<file path="src/rtl/prm_chk_pkg.sv">
// Shared types and constants for the PRM edge obstacle-check sequencer.
package prm_chk_pkg;
  localparam int OBS_W         = 15;
  localparam int NUM_EDGES_DEF = 256;
  localparam int GROUP_DEF     = 16;

  typedef enum logic [1:0] {IDLE, SCAN, DONE} state_e;

  function automatic int clog2(input int v);
    int r;
    r = 0;
    while ((1 << r) < v) r++;
    return r;
  endfunction
endpackage

</file>
<file path="src/rtl/prm_grp_popcnt.sv">
// Popcount of one GROUP-wide edge_mask slice, counting only lanes marked valid.
module prm_grp_popcnt import prm_chk_pkg::*; #(
  parameter int GROUP = GROUP_DEF,
  parameter int PW    = clog2(GROUP + 1)
) (
  input  logic [GROUP-1:0] i_data,
  input  logic [GROUP-1:0] i_vmask,
  output logic [PW-1:0]    o_cnt
);
  always_comb begin
    o_cnt = '0;
    for (int i = 0; i < GROUP; i++) o_cnt = o_cnt + PW'(i_data[i] & i_vmask[i]);
  end
endmodule

</file>
<file path="src/rtl/prm_edge_scan_ctrl.sv">
// Drives one obstacle code across the edge-check bank group by group and
// returns the collision bitmap plus blocked-edge count to the planner.
module prm_edge_scan_ctrl import prm_chk_pkg::*; #(
  parameter int NUM_EDGES = NUM_EDGES_DEF,
  parameter int GROUP     = GROUP_DEF,
  parameter int OBS_W     = prm_chk_pkg::OBS_W,
  localparam int NG = (NUM_EDGES + GROUP - 1) / GROUP,
  localparam int GW = (NG > 1) ? clog2(NG) : 1,
  localparam int CW = clog2(NUM_EDGES + 1)
) (
  input  logic                 clk,
  input  logic                 rst_n,
  input  logic                 obs_valid,
  output logic                 obs_ready,
  input  logic [OBS_W-1:0]     obs_code,
  input  logic                 abort,
  output logic [OBS_W-1:0]     chk_obs,
  output logic [GW-1:0]        chk_grp,
  output logic                 chk_en,
  input  logic [GROUP-1:0]     chk_mask,
  output logic                 res_valid,
  input  logic                 res_ready,
  output logic [NUM_EDGES-1:0] res_map,
  output logic [CW-1:0]        res_blocked
);
  localparam int PW = clog2(GROUP + 1);

  logic [1:0]           r_rst_sync;
  logic                 w_rst_n;
  state_e               r_state, w_state_nxt;
  logic [OBS_W-1:0]     r_obs;
  logic [GW-1:0]        r_grp;
  logic                 r_en;
  logic [NUM_EDGES-1:0] r_map;
  logic [CW-1:0]        r_cnt;
  logic [GROUP-1:0]     w_vmask;
  logic [PW-1:0]        w_pc;
  logic                 w_last;

  // Reset asserts immediately but releases on a clock edge.
  always_ff @(posedge clk or negedge rst_n)
    if (!rst_n) r_rst_sync <= 2'b00;
    else        r_rst_sync <= {r_rst_sync[0], 1'b1};
  assign w_rst_n = r_rst_sync[1];

  assign w_last = (r_grp == GW'(NG - 1));

  // Lanes past NUM_EDGES in the final group carry no edge.
  always_comb begin
    w_vmask = '0;
    for (int i = 0; i < GROUP; i++) w_vmask[i] = (int'(r_grp) * GROUP + i) < NUM_EDGES;
  end

  prm_grp_popcnt #(.GROUP(GROUP), .PW(PW)) u_popcnt (
    .i_data (chk_mask),
    .i_vmask(w_vmask),
    .o_cnt  (w_pc)
  );

  always_ff @(posedge clk or negedge w_rst_n)
    if (!w_rst_n) r_state <= IDLE;
    else          r_state <= w_state_nxt;

  always_comb begin
    w_state_nxt = r_state;
    case (r_state)
      IDLE:    if (obs_valid) w_state_nxt = SCAN;
      SCAN:    if (abort) w_state_nxt = IDLE;
               else if (w_last) w_state_nxt = DONE;
      DONE:    if (res_ready) w_state_nxt = IDLE;
      default: w_state_nxt = IDLE;
    endcase
  end

  always_ff @(posedge clk or negedge w_rst_n) begin
    if (!w_rst_n) begin
      r_obs <= '0;
      r_grp <= '0;
      r_en  <= 1'b0;
      r_map <= '0;
      r_cnt <= '0;
    end else if (r_state == IDLE && obs_valid) begin
      r_obs <= obs_code;
      r_grp <= '0;
      r_en  <= 1'b1;
      r_map <= '0;
      r_cnt <= '0;
    end else if (r_state == SCAN) begin
      if (abort) begin
        r_en  <= 1'b0;
        r_grp <= '0;
      end else begin
        for (int e = 0; e < NUM_EDGES; e++)
          if (GW'(e / GROUP) == r_grp) r_map[e] <= chk_mask[e % GROUP];
        r_cnt <= r_cnt + CW'(w_pc);
        if (w_last) begin
          r_en  <= 1'b0;
          r_grp <= '0;
        end else begin
          r_grp <= r_grp + GW'(1);
        end
      end
    end
  end

  assign obs_ready   = (r_state == IDLE);
  assign res_valid   = (r_state == DONE);
  assign chk_obs     = r_obs;
  assign chk_grp     = r_grp;
  assign chk_en      = r_en;
  assign res_map     = r_map;
  assign res_blocked = r_cnt;
endmodule

</file>
<file path="config.mk">
export PLATFORM = sky130hd
export DESIGN_NAME = prm_edge_scan_ctrl
export DESIGN_NICKNAME = d
export VERILOG_FILES = /design/src/rtl/prm_chk_pkg.sv /design/src/rtl/prm_grp_popcnt.sv /design/src/rtl/prm_edge_scan_ctrl.sv
export SDC_FILE = /design/constraint.sdc
export NUM_CORES = 1
export LEC_CHECK = 0
export BUFFER_PORTS_ARGS = -buffer_cell sky130_fd_sc_hd__clkbuf_2
export CAP_MARGIN = 10
export CORE_MARGIN = 3
export CORE_UTILIZATION = 55
export CTS_BUF_LIST = sky130_fd_sc_hd__clkbuf_4 sky130_fd_sc_hd__clkbuf_8 sky130_fd_sc_hd__clkbuf_16
export CTS_CLUSTER_DIAMETER = 100
export DETAILED_ROUTE_END_ITERATION = 8
export PLACE_DENSITY = 0.8
export SETUP_SLACK_MARGIN = 0.4
export SYNTH_ARGS = -nofsm -noshare
export SYNTH_HDL_FRONTEND = slang
export SYNTH_SLANG_ARGS = --single-unit
</file>
<file path="constraint.sdc">
create_clock -name clk -period 14.8 [get_ports clk]
set_clock_uncertainty 0.1 [all_clocks]
set_input_delay 2.96 -clock clk [delete_from_list [all_inputs] [get_ports clk]]
set_output_delay 2.96 -clock clk [all_outputs]
set_load 0.1 [all_outputs]
</file>
==> results.yml <==
sta:
  min_period_ns: 7.28
  fin_crit_sh_pct: 49.2
  fmaxAchievable_mhz: 137
  fin_tns_setup_ns: 0
  slew_viol_final: 0
  rsz0062_at_grt: "no"
  hold_viol: 0
  setup_viol_count_final: 0
  worst-slew-pin-transition_ns: 1.25
  slew_headroom_pct: 16.4
worst_setup_path:
  r2r_setup_slack_ns: 12.14
  cpPeakStageDelay_ns: 0.57
  reg2reg_depth: 5
  reg2reg_from: "chk_grp[3]"
  cp_slowest_cell: "fa_1"
  crit_path_max_fanout: 17
  worstSetupPathType: "input port to register"
  startpoint_type: "input port"
  required_ns: 15.12
  critPathCaptureType: "register"
  worst_ep_arrival_time_ns: 7.61
  cp_cell_sequence: "clkbuf_2, inv_1, fa_1, fa_1, fa_1, fa_1, inv_1, ha_1, fa_1, inv_1, fa_1, nand2b_1, a21oi_1, o211ai_1, mux2i_1"
  r2r-end: "res_map[141]"
  cpMostUsedCell: "fa_1"
route:
  viasPerCell: 5.81
  routedWlPerCell_um: 20.3
  route.vias.total: 11000
  ant_nets: 0
  drc: 0
  wl_um: 38600
  dr.first_iter.drc_count: 1184
  first_pass_iters: 6
logic_synthesis:
  synth_warnings: 0
  ys_seq_elements: 289
  ys_seq_area_share_pct: 57.4
  syn_avg_cell_area_um2: 9.26
  synthArstFlopShare_pct: 100
  ys.flop_type: "dfrtp_1"
  syn-num-nets: 1421
  synth_cell_types: 42
  syn_inst: 1360
  netlist_area_um2: 12600
  synth_edf_count: 0
clock_tree:
  htreeDepth: 1
  cts_tree: "built"
  ctsResizeCount: 0
  postCtsHoldBufs: 0
  cts_root_buffer: "clkbuf_16"
  clk_latency_ns: 0.54
  clockBufferDepth: 3
  clk_pin_slew_ns: 0.06
  clock-sinks: 289
  cts_made_buffers: 30
  cts_setup_buffers: 0
grt:
  grt_pass1_wl_um: 58900
  overflow: 0
  grt_pass1_vias: 10500
  grt_start_max_net_pins: 251
  grt_util_all_layers_pct: 30.2
  antenna_found_initial: 0
power_and_ir_drop:
  power.leakage_nw: 7.73
  ir_drop_mv: 0.162
  p_per_area_nw_per_um2: 143
placed_design:
  gp_congestion: 0.850
  dp_hpwl_um: 24400
  port_buffers: 322
worst_hold_path:
  min-delay-path-class: "register to async pin"
floorplan:
  die_w_um: 157
  start_util_pct: 56.8
  num_io_pins: 323
  coreArea_um2: 22200
  die-area_um2: 24700
  die_h_um: 157
  rows: 54
finish:
  final_util_pct: 68.4
  diodes: 0
  drive_gt1_share_pct: 24.7
  fin_nets: 1654
  area_growth_pct: 20.4
  n_fill_cell: 1789
job:
  drv_cap: 0
run_status:
  outcome: "complete, no violations"
[per-stage QoR]
step | instance area (um2) | instances | power [W] | hold WS, ns | setup slack (ns)
detailed placement | 14100 | 1841 | 0.00139 | 0.194 | 7.02
floorplan | 12600 | 1360 | 0.00128 | 0.231 | 6.05
CTS | 15200 | 1897 | 0.00217 | 0.200 | 7.57
finish | 15200 | 1897 | 0.00217 | 0.187 | 7.52
global route | 15200 | 1897 | 0.00224 | 0.228 | 7.35
global placement | 14100 | 1841 | 0.00137 | 0.192 | 7.16
[state kept, by name (all words and copies together) (netlist names)]
signal,cells
chk_en,1
chk_grp,4
r_rst_sync,2
res_blocked,9
res_map,256
r_state,2
chk_obs,15
[synthesized netlist by cell type (11+ instances only)]
master    count  area, um2
a21oi_1     233       1170
buf_2        48        240
clkbuf_1     65        244
dfrtp_1     289       7230
fa_1         11        220
ha_1         14        175
inv_1        32        120
mux2i_1      37        370
nand2_1     373       1400
nand3_1     148        741
nor2_1       40        150
[per-layer routing]
| layer | part of all wire (%) | global-route usage [%] | vias to the layer above |
|---|---|---|---|
| li1 | - | - | 4931 |
| met1 | 39 | 42.9 | 5398 |
| met2 | 48 | 47.7 | 612 |
| met3 | 9.7 | 6.05 | 82 |
| met4 | 3.2 | 8.93 | 0 |
| met5 | 0 | 0 | - |
[cells in the final DEF (no fill, tap or decap), drive strengths merged, types with 11 or more instances in the layout]
cell,instances
a21oi,233
fa,11
nor2,40
ha,14
inv,32
dfrtp,289
nand3,148
mux2i,37
nand2,373
clkbuf,364
[cell families after synthesis]
group	Yosys count	share of synthesized area [%]
buf+inv	163	5.76
fa+ha+maj	25	3.14
xor+xnor	3	0.209
flops	289	57.4
compound gates	254	10.4
other cells	1	0.0298
simple gates	587	20.0
mux	38	3.03
[worst max-delay path by stage]
| stage | startpoint | end | slack [ns] | cells after the start |
|---|---|---|---|---|
| 6_report | chk_mask[8] | res_blocked[6] | 7.52 | 15 |
| 3_3_place_gp | chk_mask[8] | res_blocked[6] | 7.16 | 15 |
| 2_1_floorplan | r_rst_sync[1] | chk_en | 6.05 | 0 |
| 5_1_grt | chk_mask[8] | res_blocked[6] | 7.35 | 15 |
| 3_5_place_dp | chk_mask[8] | res_blocked[8] | 7.02 | 15 |
| 4_1_cts | chk_mask[8] | res_blocked[6] | 7.57 | 15 |
[area by class of cell]
| type | instances | area, um2 | share of cell area [%] |
|---|---|---|---|
| flip-flops and latches | 289 | 7240 | 47.7 |
| well taps | 280 | 350 | 2.31 |
| clock buffers | 42 | 908 | 5.99 |
| multi-input cells | 908 | 4680 | 30.9 |
| inverters | 32 | 120 | 0.792 |
| repair buffers | 332 | 1710 | 11.3 |
| clock inverters | 14 | 159 | 1.05 |
[report_power, final]
| part | switching [W] | leakage (nW) | internal (W) |
|---|---|---|---|
| registers | 0.0000264 | 3.99 | 0.000821 |
| clock network | 0.000314 | 0.524 | 0.000480 |
| logic | 0.000422 | 3.22 | 0.000104 |
| total | 0.000763 | 7.73 | 0.00140 |
[critical path, delay by kind of cell]
| kind | cells | cell delay [ns] |
|---|---|---|
| fa+ha+maj | 7 | 3.17 |
| buf+inv | 4 | 0.74 |
| mux | 1 | 0.15 |
| compound gates | 2 | 0.36 |
| simple gates | 1 | 0.20 |
(Power assumes the default switching activity.)
